<file path="src/rtl/imem_loader_if.sv">
// Byte-stream input and instruction-memory write port of the boot loader.
// Handshake: a byte transfers on a rising edge where in_valid && in_ready; in_data is ignored otherwise.
interface imem_loader_if #(
    parameter int ADDR_W = 10
);
    logic [7:0]        in_data;
    logic              in_valid;
    logic              in_ready;
    logic              mem_we;
    logic [ADDR_W-1:0] mem_addr;
    logic [31:0]       mem_wdata;

    modport master (
        output in_data, in_valid,
        input  in_ready, mem_we, mem_addr, mem_wdata
    );

    modport slave (
        input  in_data, in_valid,
        output in_ready, mem_we, mem_addr, mem_wdata
    );
endinterface

</file>
<file path="src/rtl/imem_loader.sv">
// Boot loader: reads a length-prefixed little-endian byte stream and writes 32-bit words
// to consecutive instruction-memory addresses from 0, holding the CPU in reset meanwhile.
module imem_loader #(
    parameter int ADDR_W    = 10,
    parameter int MAX_WORDS = 1024
) (
    input  logic              clk,
    input  logic              res,
    input  logic              start,
    imem_loader_if.slave      bus,
    output logic              cpu_hold,
    output logic              busy,
    output logic              done,
    output logic              err,
    output logic [ADDR_W:0]   words_written,
    output logic [2:0]        state_o
);
    typedef enum logic [2:0] {
        S_IDLE   = 3'd0,
        S_LEN_LO = 3'd1,
        S_LEN_HI = 3'd2,
        S_DATA   = 3'd3,
        S_DONE   = 3'd4,
        S_ERR    = 3'd5
    } state_t;

    localparam logic [16:0] MAX_W17 = 17'(MAX_WORDS);

    state_t            state_q, state_d;
    logic [7:0]        len_lo_q, len_lo_d;
    logic [ADDR_W:0]   len_q, len_d;
    logic [23:0]       asm_q, asm_d;
    logic [1:0]        idx_q, idx_d;
    logic [ADDR_W:0]   ww_q, ww_d;
    logic              we_q, we_d;
    logic [ADDR_W-1:0] addr_q, addr_d;
    logic [31:0]       wdata_q, wdata_d;

    logic              in_ready_c;
    logic              accept;
    logic [15:0]       n_full;
    logic [ADDR_W:0]   ww_inc;

    assign in_ready_c = (state_q == S_LEN_LO) || (state_q == S_LEN_HI) || (state_q == S_DATA);
    assign accept     = bus.in_valid && in_ready_c;
    assign n_full     = {bus.in_data, len_lo_q};
    assign ww_inc     = ww_q + 1'b1;

    always_comb begin
        state_d  = state_q;
        len_lo_d = len_lo_q;
        len_d    = len_q;
        asm_d    = asm_q;
        idx_d    = idx_q;
        ww_d     = ww_q;
        we_d     = 1'b0;
        addr_d   = addr_q;
        wdata_d  = wdata_q;
        case (state_q)
            S_IDLE, S_ERR: begin
                if (start) begin
                    state_d = S_LEN_LO;
                    ww_d    = '0;
                    idx_d   = '0;
                    asm_d   = '0;
                end
            end
            S_LEN_LO: begin
                if (accept) begin
                    len_lo_d = bus.in_data;
                    state_d  = S_LEN_HI;
                end
            end
            S_LEN_HI: begin
                if (accept) begin
                    len_d = n_full[ADDR_W:0];
                    if (n_full == 16'd0)
                        state_d = S_DONE;
                    else if ({1'b0, n_full} > MAX_W17)
                        state_d = S_ERR;
                    else
                        state_d = S_DATA;
                end
            end
            S_DATA: begin
                if (accept) begin
                    idx_d = idx_q + 2'd1;
                    case (idx_q)
                        2'd0: asm_d[7:0]   = bus.in_data;
                        2'd1: asm_d[15:8]  = bus.in_data;
                        2'd2: asm_d[23:16] = bus.in_data;
                        default: begin
                            // Fourth byte: the word bypasses asm_q straight into the write register.
                            we_d    = 1'b1;
                            addr_d  = ww_q[ADDR_W-1:0];
                            wdata_d = {bus.in_data, asm_q};
                            ww_d    = ww_inc;
                            if (ww_inc == len_q)
                                state_d = S_DONE;
                        end
                    endcase
                end
            end
            S_DONE:  state_d = S_IDLE;
            default: state_d = S_IDLE;
        endcase
    end

    always_ff @(posedge clk) begin
        if (!res) begin
            state_q  <= S_IDLE;
            len_lo_q <= '0;
            len_q    <= '0;
            asm_q    <= '0;
            idx_q    <= '0;
            ww_q     <= '0;
            we_q     <= 1'b0;
            addr_q   <= '0;
            wdata_q  <= '0;
        end else begin
            state_q  <= state_d;
            len_lo_q <= len_lo_d;
            len_q    <= len_d;
            asm_q    <= asm_d;
            idx_q    <= idx_d;
            ww_q     <= ww_d;
            we_q     <= we_d;
            addr_q   <= addr_d;
            wdata_q  <= wdata_d;
        end
    end

    assign bus.in_ready  = in_ready_c;
    assign bus.mem_we    = we_q;
    assign bus.mem_addr  = addr_q;
    assign bus.mem_wdata = wdata_q;
    assign busy          = in_ready_c;
    assign cpu_hold      = in_ready_c || (state_q == S_DONE) || (state_q == S_ERR);
    assign done          = (state_q == S_DONE);
    assign err           = (state_q == S_ERR);
    assign words_written = ww_q;
    assign state_o       = state_q;
endmodule

</file>
<file path="src/flat_wrapper.sv">
// flat-port wrapper written by rule: the top's interface ports become plain ports
module imem_loader_flat 
#(
    parameter int ADDR_W    = 10,
    parameter int MAX_WORDS = 1024
)
  (clk, res, start, cpu_hold, busy, done, err, words_written, state_o, bus_in_data, bus_in_valid, bus_in_ready, bus_mem_we, bus_mem_addr, bus_mem_wdata);
  imem_loader_if #(.ADDR_W(ADDR_W)) bus_i ();
  input  logic clk;
  input  logic res;
  input  logic start;
  output logic cpu_hold;
  output logic busy;
  output logic done;
  output logic err;
  output logic [ADDR_W:0] words_written;
  output logic [2:0] state_o;
  input wire logic [$bits(bus_i.in_data)-1:0] bus_in_data;
  input wire logic [$bits(bus_i.in_valid)-1:0] bus_in_valid;
  output wire logic [$bits(bus_i.in_ready)-1:0] bus_in_ready;
  output wire logic [$bits(bus_i.mem_we)-1:0] bus_mem_we;
  output wire logic [$bits(bus_i.mem_addr)-1:0] bus_mem_addr;
  output wire logic [$bits(bus_i.mem_wdata)-1:0] bus_mem_wdata;
  assign bus_i.in_data = bus_in_data;
  assign bus_i.in_valid = bus_in_valid;
  assign bus_in_ready = bus_i.in_ready;
  assign bus_mem_we = bus_i.mem_we;
  assign bus_mem_addr = bus_i.mem_addr;
  assign bus_mem_wdata = bus_i.mem_wdata;
  imem_loader #(.ADDR_W(ADDR_W), .MAX_WORDS(MAX_WORDS)) u_core (.clk(clk), .res(res), .start(start), .bus(bus_i), .cpu_hold(cpu_hold), .busy(busy), .done(done), .err(err), .words_written(words_written), .state_o(state_o));
endmodule
</file>
<file path="config.mk">
export PLATFORM = sky130hd
export DESIGN_NAME = imem_loader_flat
export DESIGN_NICKNAME = d
export VERILOG_FILES = /design/src/rtl/imem_loader_if.sv /design/src/rtl/imem_loader.sv /design/src/flat_wrapper.sv
export SDC_FILE = /design/constraint.sdc
export NUM_CORES = 1
export LEC_CHECK = 0
export ABC_AREA = 1
export CORE_MARGIN = 5
export CORE_UTILIZATION = 50
export CTS_BUF_LIST = sky130_fd_sc_hd__clkbuf_16
export DETAILED_ROUTE_END_ITERATION = 8
export PLACE_DENSITY = 0.76
export SYNTH_ARGS = -nofsm -noshare
export SYNTH_HDL_FRONTEND = slang
export SYNTH_SLANG_ARGS = --single-unit
export TNS_END_PERCENT = 100
</file>
<file path="constraint.sdc">
create_clock -name clk -period 2.3 [get_ports clk]
set_clock_uncertainty 0.05 [all_clocks]
set_input_delay 0.23 -clock clk [delete_from_list [all_inputs] [get_ports clk]]
set_output_delay 0.23 -clock clk [all_outputs]
set_load 0.01 [all_outputs]
</file>
==> impl_metrics.json, run 1 <==
{
  "power_density_nw_per_um2": 1160,
  "cp_cell_sequence": "inv_2 -> nor3_4 -> inv_2 -> o21ai_2 -> nand2_2 -> inv_4 -> o21ai_2 -> o21ai_0 -> a21oi_1",
  "synth_cells": 567,
  "avgSynthCellArea_um2": 7.55,
  "rows": 33,
  "maxCapViolations": 0,
  "rrSetupSlack_ps": 250,
  "initial_core_util": 0.516,
  "cts_buffers": 9,
  "die_width_um": 103,
  "rsz0062_at_grt": "no",
  "vias": 3912,
  "async_reset_ff_frac": 0,
  "crit_path_start_kind": "flop",
  "gr-total-overflow": 0,
  "routed_wl_um": 10100,
  "worst_hold_slack_ps": 131,
  "drcViolationCount": 0,
  "synth_area_um2": 4280,
  "drive_above_1_share": 0.0615,
  "critical_path.top_delay_family": "compound AO/OA/AOI/OAI gates",
  "tightest_slew_ps": 587,
  "crit_slowest_cell": "dfxtp_1",
  "timing_hold_violations_final": 0,
  "grt_max_degree": 92,
  "dieHeight_um": 103,
  "yosys.area.top_type": "dfxtp_1",
  "max_freq_mhz": 487,
  "portBuffers": 73,
  "synth_seq_cells": 102,
  "syn_to_final_growth_pct": 24.8,
  "core_um2": 8300,
  "cts-hold-fix-buffers": 0,
  "hold_depth": 3,
  "status": "finished, final reports clean",
  "arrival_ps": 2210,
  "crit_type": "reg -> reg",
  "synth_compound_area_frac": 0.251,
  "final_nets": 646,
  "clockRootBuffer": "clkbuf_16",
  "cp_max_fo": 21,
  "holdPathEnd": "u_core.len_q[10]$_SDFFE_PN0P_",
  "maxSlewHeadroom": 0.609,
  "synth_top_family_by_area": "compound AO/OA/AOI/OAI gates",
  "synth_xor_area_frac": 0.00205,
  "ys_seq_area_frac": 0.477,
  "hold_path.class": "in -> reg",
  "p_leak_nw": 2.12,
  "synthTopCellsByArea": "dfxtp_1 (48%), a21oi_1 (11%), o21ai_0 (11%)",
  "final_cell_area_um2": 5340,
  "maxSlewViolCount": 0,
  "grt_pass1_wl_um": 16400,
  "ant_nets": 0,
  "first_iter_violations": 231,
  "drt_pre_antenna_iters": 5,
  "reg2reg_to": "u_core.asm_q[4]$_SDFFE_PN0P_",
  "n_antenna_cell": 0,
  "synth_fa_ha_area_frac": 0.0146,
  "path_clk_slew_ps": 70,
  "clkLatencyLatePin_ps": 340,
  "final.period_utilization": 0.892,
  "ir_drop_uv": 888,
  "synth_mux_area_frac": 0,
  "setup_viol": 0,
  "fin_crit_ps": 2050,
  "worst-path-buf-inv": 3,
  "antenna_found_initial": 0,
  "n_fill_cell": 688,
  "grt_pass1_vias": 3509,
  "end_kind": "flop",
  "cts_resized": 0,
  "hpwl_um": 7110,
  "slowest_delay_ps": 440,
  "ios": 74,
  "syn-num-nets": 584,
  "dpl_cell_area_um2": 5060,
  "worstHoldStart": "res",
  "synth_common_cells": "dfxtp_1 (102), a21oi_1 (98), o21ai_0 (90), inv_1 (68), nand2_1 (62)",
  "setup_tns_ps": 0,
  "gp_congestion": 0.901,
  "cts_tree": "built",
  "synth-edff-count": 0,
  "wl_per_cell_um": 13.7,
  "synth-main-ff-cell": "dfxtp_1",
  "crit-reg2reg-launch": "u_core.state_o[0]$_SDFFE_PN0P_",
  "post_cts_buffers": 0,
  "required_ps": 2460,
  "htree_num_levels": 3,
  "synth.distinct_cells": 31,
  "clk_path_buf_depth": 2,
  "cts.sinks": 102,
  "synth_top_area_frac": 0.477,
  "yosysWarningCount": 0,
  "avgViaCountPerCell": 5.29,
  "synthSimpleGateAreaFrac": 0.154,
  "gr-usage-all-layers": 0.196,
  "r2r_cells": 9,
  "yosysMostFrequentCell": "dfxtp_1",
  "dieArea_um2": 10500
}
-- routing by layer --
| layer | wire, µm | up-vias | track usage |
|---|---|---|---|
| met1 | 4780 | 1765 | 0.279 |
| li1 | - | 1997 | - |
| met3 | 681 | 13 | 0.0379 |
| met2 | 4490 | 137 | 0.292 |
| met4 | 144 | 0 | 0.0797 |
| met5 | 0 | - | 0 |
-- worst max-delay path by stage --
stage,start,end,depth (start not counted)
after floorplan,u_core.words_written[0]$_SDFFE_PN0P_,u_core.state_o[0]$_SDFFE_PN0P_,14
after global placement,u_core.state_o[0]$_SDFFE_PN0P_,u_core.asm_q[5]$_SDFFE_PN0P_,9
after detailed placement,u_core.state_o[0]$_SDFFE_PN0P_,u_core.asm_q[4]$_SDFFE_PN0P_,9
after CTS,u_core.state_o[0]$_SDFFE_PN0P_,u_core.asm_q[16]$_SDFFE_PN0P_,9
after global routing,u_core.state_o[0]$_SDFFE_PN0P_,u_core.asm_q[16]$_SDFFE_PN0P_,9
final,u_core.state_o[0]$_SDFFE_PN0P_,u_core.asm_q[4]$_SDFFE_PN0P_,9
-- tightest hold or removal path, stage by stage --
cell	delay, ps
buf_2	130
o21ai_0	70
a21oi_1	40
-- sequential cells by signal, indices dropped and copies added, names as in the netlist --
| register | flops |
|---|---|
| u_core.bus.mem_we | 1 |
| u_core.state_o | 3 |
| u_core.idx_q | 2 |
| u_core.bus.mem_addr | 10 |
| u_core.asm_q | 24 |
| u_core.bus.mem_wdata | 32 |
| u_core.len_q | 11 |
| u_core.words_written | 11 |
| u_core.len_lo_q | 8 |
-- layout make-up --
type | instances | area [µm²] | share of cell area
timing repair buffer | 79 | 796 | 0.149
clock buffer | 9 | 225 | 0.0422
clock inverter | 7 | 56.3 | 0.0105
sequential | 102 | 2040 | 0.382
inverter | 73 | 277 | 0.0518
tap | 105 | 131 | 0.0246
multi-input combinational | 364 | 1810 | 0.340
-- through the flow --
step           total power [W]  cells  utilization  worst slack [ps]
2_1_floorplan          0.00416    567            -               409
3_3_place_gp           0.00468    723        0.610               342
3_5_place_dp           0.00475    723        0.610               292
4_1_cts                0.00618    739        0.643               254
5_1_grt                0.00660    739        0.643              34.1
6_report               0.00617    739        0.643               247
-- where the power goes --
part / switching (W) / internal [W]
Clock: 0.000684 / 0.000749
Sequential: 0.000254 / 0.00216
Combinational: 0.00147 / 0.000853
-- layout by cell type, fill, tap and decap left out, types with 3 or more instances in the layout --
cell	synthesis	layout
inv_1	68	68
o21ai_1	5	5
o21ai_0	90	90
o21ai_2	5	5
nand3b_1	3	3
clkbuf_16	0	9
dfxtp_1	102	102
a21oi_1	98	98
clkdlybuf4s50_1	0	72
nand3_1	26	26
ha_1	5	5
nand4_1	3	3
buf_4	2	4
nor2_1	52	52
inv_2	4	4
nand2_1	62	62
-- cells by family after synthesis --
| group | after synthesis |
|---|---|
| buffers and inverters | 101 |
| DFF | 102 |
| adders and majority gates | 5 |
| xor gates and xnor gates | 1 |
| and+or+nand+nor | 153 |
| AOI/OAI and AO/OA | 205 |
No activity file was read; power rests on OpenSTA's default activity.
==> inputs of run 2 (changes only) <==
Settings changed: CORE_UTILIZATION 50 to 40, PLACE_DENSITY 0.76 to not set.
Clock period 2.3 ns to 2.17 ns, I/O delays scaled along.
==> run 2 against run 1 <==
Worst hold slack improved by 42 ps. Cell area increased by 1.8%. Largest cell class unchanged. Wire length increased by 6.3%. Setup slack got worse by 27 ps. First-iteration DRC count increased by 17%. Final cell count increased by 4.7%. Critical path type is now reg -> out. Clock power increased by 15%.
==> impl_metrics.json, run 2 (synthesized netlist as in run 1, its figures left out) <==
{
  "status": "finished, final reports clean",
  "ant_nets": 0,
  "grt_most_used_layer": "met2",
  "crit_path_start_kind": "flop",
  "max_freq_mhz": 513,
  "power_density_nw_per_um2": 1230,
  "htree_num_levels": 3,
  "required_ps": 1900,
  "vias": 3860,
  "fin_crit_ps": 1950,
  "critical_path.top_delay_family": "buffers and inverters",
  "dp_slack_ps": 254,
  "maxSlewViolCount": 0,
  "clk_path_buf_depth": 2,
  "wl_per_cell_um": 13.9,
  "tightest_slew_ps": 542,
  "routed_wl_um": 10700,
  "core_um2": 10400,
  "p_seq_frac": 0.384,
  "hpwl_um": 7760,
  "use_met3": 0.0345,
  "cp_max_fo": 6,
  "hold_path.class": "in -> reg",
  "maxCapViolations": 0,
  "final_cell_mix": "dfxtp_1 (101), a21oi_1 (98), o21ai_0 (90), clkdlybuf4s50_1 (72), inv_1 (68)",
  "grt_pass1_vias": 3522,
  "dieHeight_um": 113,
  "clockRootBuffer": "clkbuf_16",
  "avgViaCountPerCell": 4.99,
  "portBuffers": 73,
  "gr-usage-all-layers": 0.170,
  "grt_max_degree": 86,
  "layout_setup_ws_ps": 221,
  "cts_buffers": 9,
  "ios": 74,
  "drt_pre_antenna_iters": 5,
  "end_kind": "output port",
  "ir_drop_uv": 704,
  "power.internal_w": 0.00403,
  "cts_tree": "built",
  "timing_hold_violations_final": 0,
  "post_cts_buffers": 0,
  "gp_congestion": 0.863,
  "die_width_um": 113,
  "use_met1": 0.243,
  "dieArea_um2": 12900,
  "final_core_util": 0.524,
  "syn_to_final_growth_pct": 27.0,
  "worst-path-buf-inv": 2,
  "crit_slowest_cell": "clkdlybuf4s50_1",
  "switching_share": 0.396,
  "gr-total-overflow": 0,
  "worst_hold_slack_ps": 174,
  "antenna_found_initial": 0,
  "final_nets": 650,
  "setup_viol": 0,
  "cp_cell_sequence": "inv_2 -> o21ai_2 -> o21ai_0 -> clkdlybuf4s50_1",
  "met2_usage": 0.262,
  "pwr-share-comb": 0.371,
  "drive_above_1_share": 0.0690,
  "initial_core_util": 0.413,
  "final.period_utilization": 0.898,
  "rows": 37,
  "maxSlewHeadroom": 0.639,
  "arrival_ps": 1680,
  "grt_pass1_wl_um": 17900,
  "rsz0062_at_grt": "no",
  "clkLatencyLatePin_ps": 350,
  "slowest_delay_ps": 500,
  "p_sw_w": 0.00265,
  "clockPowerShare": 0.245,
  "first_iter_violations": 270,
  "path_clk_slew_ps": 70,
  "final_common_cell": "dfxtp_1",
  "drcViolationCount": 0,
  "largest_register_ffs": 32,
  "n_antenna_cell": 0,
  "cts.sinks": 102,
  "p_leak_nw": 2.15,
  "rrSetupSlack_ps": 240,
  "crit_type": "reg -> out",
  "total_power_w": 0.00667,
  "setup_tns_ps": 0
}
-- run 2: cell count changes in the layout (fill, tap and decap cells not counted) --
| cell | delta |
|---|---|
| buf_4 | +4 |
| clkinv_2 | -2 |
| clkinv_8 | +2 |
| inv_8 | +2 |
| clkinv_4 | -1 |
| dfxtp_1 | -1 |
| dfxtp_2 | +1 |
| inv_6 | -1 |
-- run 2: per-stage QoR --
| step | instance area (µm²) | std cells |
|---|---|---|
| after floorplan | 4280 | 567 |
| after global placement | 5130 | 758 |
| after detailed placement | 5130 | 758 |
| after CTS | 5440 | 774 |
| after global routing | 5440 | 774 |
| final | 5440 | 774 |
-- run 2: layout make-up --
cell class	instances	area, µm²
clock buffers	9	225
clock inverters	7	83.8
fillers	1049	4930
inverters	73	277
multi-input cells	364	1810
flip-flops and latches	102	2040
well taps	136	170
repair buffers	83	826
-- run 2: power by group through the flow --
| stage | sequential (W) | clock (W) | combinational, W |
|---|---|---|---|
| after floorplan | 0.00257 | 0 | 0.00184 |
| after global placement | 0.00258 | 0 | 0.00244 |
| final | 0.00256 | 0.00164 | 0.00248 |
| after CTS | 0.00255 | 0.00168 | 0.00249 |
| after detailed placement | 0.00260 | 0 | 0.00247 |
| after global routing | 0.00261 | 0.00175 | 0.00283 |
-- run 2: worst paths after layout --
| path | from | end | depth (start not counted) |
|---|---|---|---|
| max | u_core.state_o[2]$_SDFFE_PN0P_ | cpu_hold | 4 |
| min reg2reg | u_core.asm_q[6]$_SDFFE_PN0P_ | u_core.bus.mem_wdata[6]$_SDFFE_PN0P_ | 2 |
| max reg2reg | u_core.state_o[2]$_SDFFE_PN0P_ | u_core.words_written[10]$_SDFFE_PN0P_ | 10 |
| min | res | u_core.state_o[2]$_SDFFE_PN0P_ | 3 |
-- run 2: worst reg2reg max path, delay by kind of cell, from the launching register on --
family | cells | cell delay, ps
compound gates | 4 | 430
flops | 1 | 470
buf+inv | 3 | 310
simple gates | 3 | 560
-- run 2: metal layers --
metal	up-vias	wire, µm
met1	1766	5300
met2	80	4750
met4	0	112
met5	-	0
li1	2006	-
met3	8	570
-- run 2: timing repair --
action / CTS / global route
resized for setup: 0 / 1
hold buffers: 0 / 0
setup endpoints to repair: 0 / 1
==> inputs of run 3 (changes only) <==
==> constraint.sdc (replaced) <==
create_clock -name clk -period 2.17 [get_ports clk]
set_clock_uncertainty 0.05 [all_clocks]
set_input_delay 0.3255 -clock clk [delete_from_list [all_inputs] [get_ports clk]]
set_output_delay 0.3255 -clock clk [all_outputs]
set_load 0.01 [all_outputs]
==> run 3 against run 2 <==
Fmax down 3.8%. Clock-buffer cell count unchanged. Sequential power about the same. First-iteration DRC count down 11%. Flip-flop and latch count unchanged. Global-route usage down 0.21 points. Utilization up 0.29 points. Register-to-register slack worse by 70 ps. Setup slack worse by 77 ps. Wire length down 0.15%. Cell area up 0.55%. Critical path type unchanged. Critical endpoint unchanged. Largest power group unchanged.
==> impl_metrics.json, run 3 (synthesized netlist as in run 1, its figures left out) <==
{
  "cp_cell_sequence": "inv_2 -> o21ai_0 -> clkdlybuf4s50_1",
  "drcViolationCount": 0,
  "switching_share": 0.393,
  "tightest_slew_ps": 555,
  "maxSlewHeadroom": 0.630,
  "pwr-share-comb": 0.379,
  "hold_depth": 3,
  "antenna_found_initial": 0,
  "ir_drop_uv": 662,
  "gr-usage-all-layers": 0.168,
  "ios": 74,
  "cts_tree": "built",
  "avgViaCountPerCell": 4.99,
  "drive_above_1_share": 0.0764,
  "grt_max_degree": 85,
  "hpwl_um": 7550,
  "wl_per_cell_um": 13.8,
  "crit-reg2reg-launch": "u_core.state_o[1]$_SDFFE_PN0P_",
  "fin_crit_ps": 2030,
  "core_um2": 10400,
  "slowest_delay_ps": 570,
  "cp_max_fo": 6,
  "gr-total-overflow": 0,
  "initial_core_util": 0.413,
  "portBuffers": 73,
  "arrival_ps": 1650,
  "r2r_cells": 9,
  "p_seq_frac": 0.385,
  "power_density_nw_per_um2": 1210,
  "crit_path_start_kind": "flop",
  "dieHeight_um": 113,
  "clockRootBuffer": "clkbuf_16",
  "total_power_w": 0.00663,
  "max_freq_mhz": 493,
  "ant_nets": 0,
  "grt_pass1_wl_um": 17700,
  "crit_slowest_cell": "clkdlybuf4s50_1",
  "vias": 3881,
  "final.period_utilization": 0.934,
  "worst-path-buf-inv": 2,
  "dieArea_um2": 12900,
  "maxCapViolations": 0,
  "clkLatencyLatePin_ps": 340,
  "n_antenna_cell": 0,
  "n_fill_cell": 1026,
  "rrSetupSlack_ps": 170,
  "power.internal_w": 0.00403,
  "final_nets": 653,
  "p_leak_nw": 2.16,
  "grt_pass1_vias": 3686,
  "drt_pre_antenna_iters": 4,
  "worstHoldStart": "res",
  "path_clk_slew_ps": 70,
  "cts_buffers": 9,
  "critical_path.top_delay_family": "buffers and inverters",
  "reg2reg_to": "u_core.asm_q[18]$_SDFFE_PN0P_",
  "timing_hold_violations_final": 0,
  "crit_type": "reg -> out",
  "place_inst": 761,
  "required_ps": 1790,
  "final_cell_count_no_fill": 777,
  "p_sw_w": 0.00260,
  "first_iter_violations": 239,
  "syn_to_final_growth_pct": 27.7,
  "rows": 37,
  "hold_path.class": "in -> reg",
  "final_cell_mix": "dfxtp_1 (101), a21oi_1 (98), o21ai_0 (90), clkdlybuf4s50_1 (72), inv_1 (68)",
  "cts.sinks": 102,
  "clockPowerShare": 0.236,
  "status": "finished, final reports clean",
  "die_width_um": 113,
  "end_kind": "output port",
  "holdPathEnd": "u_core.bus.mem_wdata[25]$_SDFFE_PN0P_",
  "maxSlewViolCount": 0,
  "htree_num_levels": 3,
  "clk_path_buf_depth": 2,
  "final_common_cell": "dfxtp_1",
  "gp_congestion": 0.796,
  "largest_register_ffs": 32,
  "setup_viol": 0,
  "routed_wl_um": 10700
}
run 3: power groups by stage:
stage / clock [W] / combinational [W] / sequential [W]
2_1_floorplan: 0 / 0.00184 / 0.00257
5_1_grt: 0.00167 / 0.00288 / 0.00260
3_5_place_dp: 0 / 0.00246 / 0.00258
4_1_cts: 0.00159 / 0.00249 / 0.00254
3_3_place_gp: 0 / 0.00241 / 0.00258
6_report: 0.00156 / 0.00251 / 0.00255
run 3: worst max path at each step:
stage / slack, ps / start / end / cells after the start
CTS: 20 / u_core.state_o[0]$_SDFFE_PN0P_ / err / 5
detailed placement: 220 / bus_in_valid / u_core.asm_q[21]$_SDFFE_PN0P_ / 8
global route: -3 / u_core.words_written[0]$_SDFFE_PN0P_ / u_core.state_o[2]$_SDFFE_PN0P_ / 13
finish: 140 / u_core.state_o[2]$_SDFFE_PN0P_ / cpu_hold / 3
global placement: 260 / bus_in_valid / u_core.words_written[0]$_SDFFE_PN0P_ / 8
floorplan: 280 / u_core.words_written[0]$_SDFFE_PN0P_ / u_core.state_o[0]$_SDFFE_PN0P_ / 14
run 3: what timing repair did:
item,4_1_cts,5_1_grt
gates resized for setup,0,4
setup buffers,0,0
hold buffers,0,0
setup endpoints to repair,0,10
hold endpoints to repair,0,0
run 3: worst reg2reg max path: cells and delay by family, from the launching register on:
family                 cells  cell delay [ps]
AO/OA/AOI/OAI              4              700
buffers and inverters      3              400
flip-flops                 1              470
AND/OR/NAND/NOR            2              250
run 3: cell type report:
| cell class | instances | area (µm²) | area share |
|---|---|---|---|
| Inverter | 73 | 277 | 0.0506 |
| Timing Repair Buffer | 86 | 861 | 0.157 |
| Sequential cell | 102 | 2040 | 0.374 |
| Tap cell | 136 | 170 | 0.0311 |
| Clock buffer | 9 | 225 | 0.0412 |
| Multi-Input combinational cell | 364 | 1830 | 0.334 |
| Clock inverter | 7 | 66.3 | 0.0121 |
run 3: through the flow:
| stage | TNS (ps) | hold slack [ps] | cell area, µm² | utilization | setup WS (ps) |
|---|---|---|---|---|---|
| 6_report | 0 | 310 | 5470 | 0.527 | 143 |
| 4_1_cts | 0 | 307 | 5450 | 0.526 | 21.6 |
| 2_1_floorplan | 0 | 380 | 4280 | - | 279 |
| 5_1_grt | -2.75 | 334 | 5470 | 0.527 | -2.58 |
| 3_3_place_gp | 0 | 393 | 5160 | 0.498 | 261 |
| 3_5_place_dp | 0 | 393 | 5160 | 0.498 | 222 |
run 3: per-layer routing:
| layer | vias up | global-route usage | routed length (µm) |
|---|---|---|---|
| met5 | - | 0 | 0 |
| met2 | 90 | 0.264 | 4760 |
| met4 | 0 | 0.0521 | 116 |
| li1 | 2014 | - | - |
| met1 | 1766 | 0.235 | 5250 |
| met3 | 11 | 0.0329 | 593 |
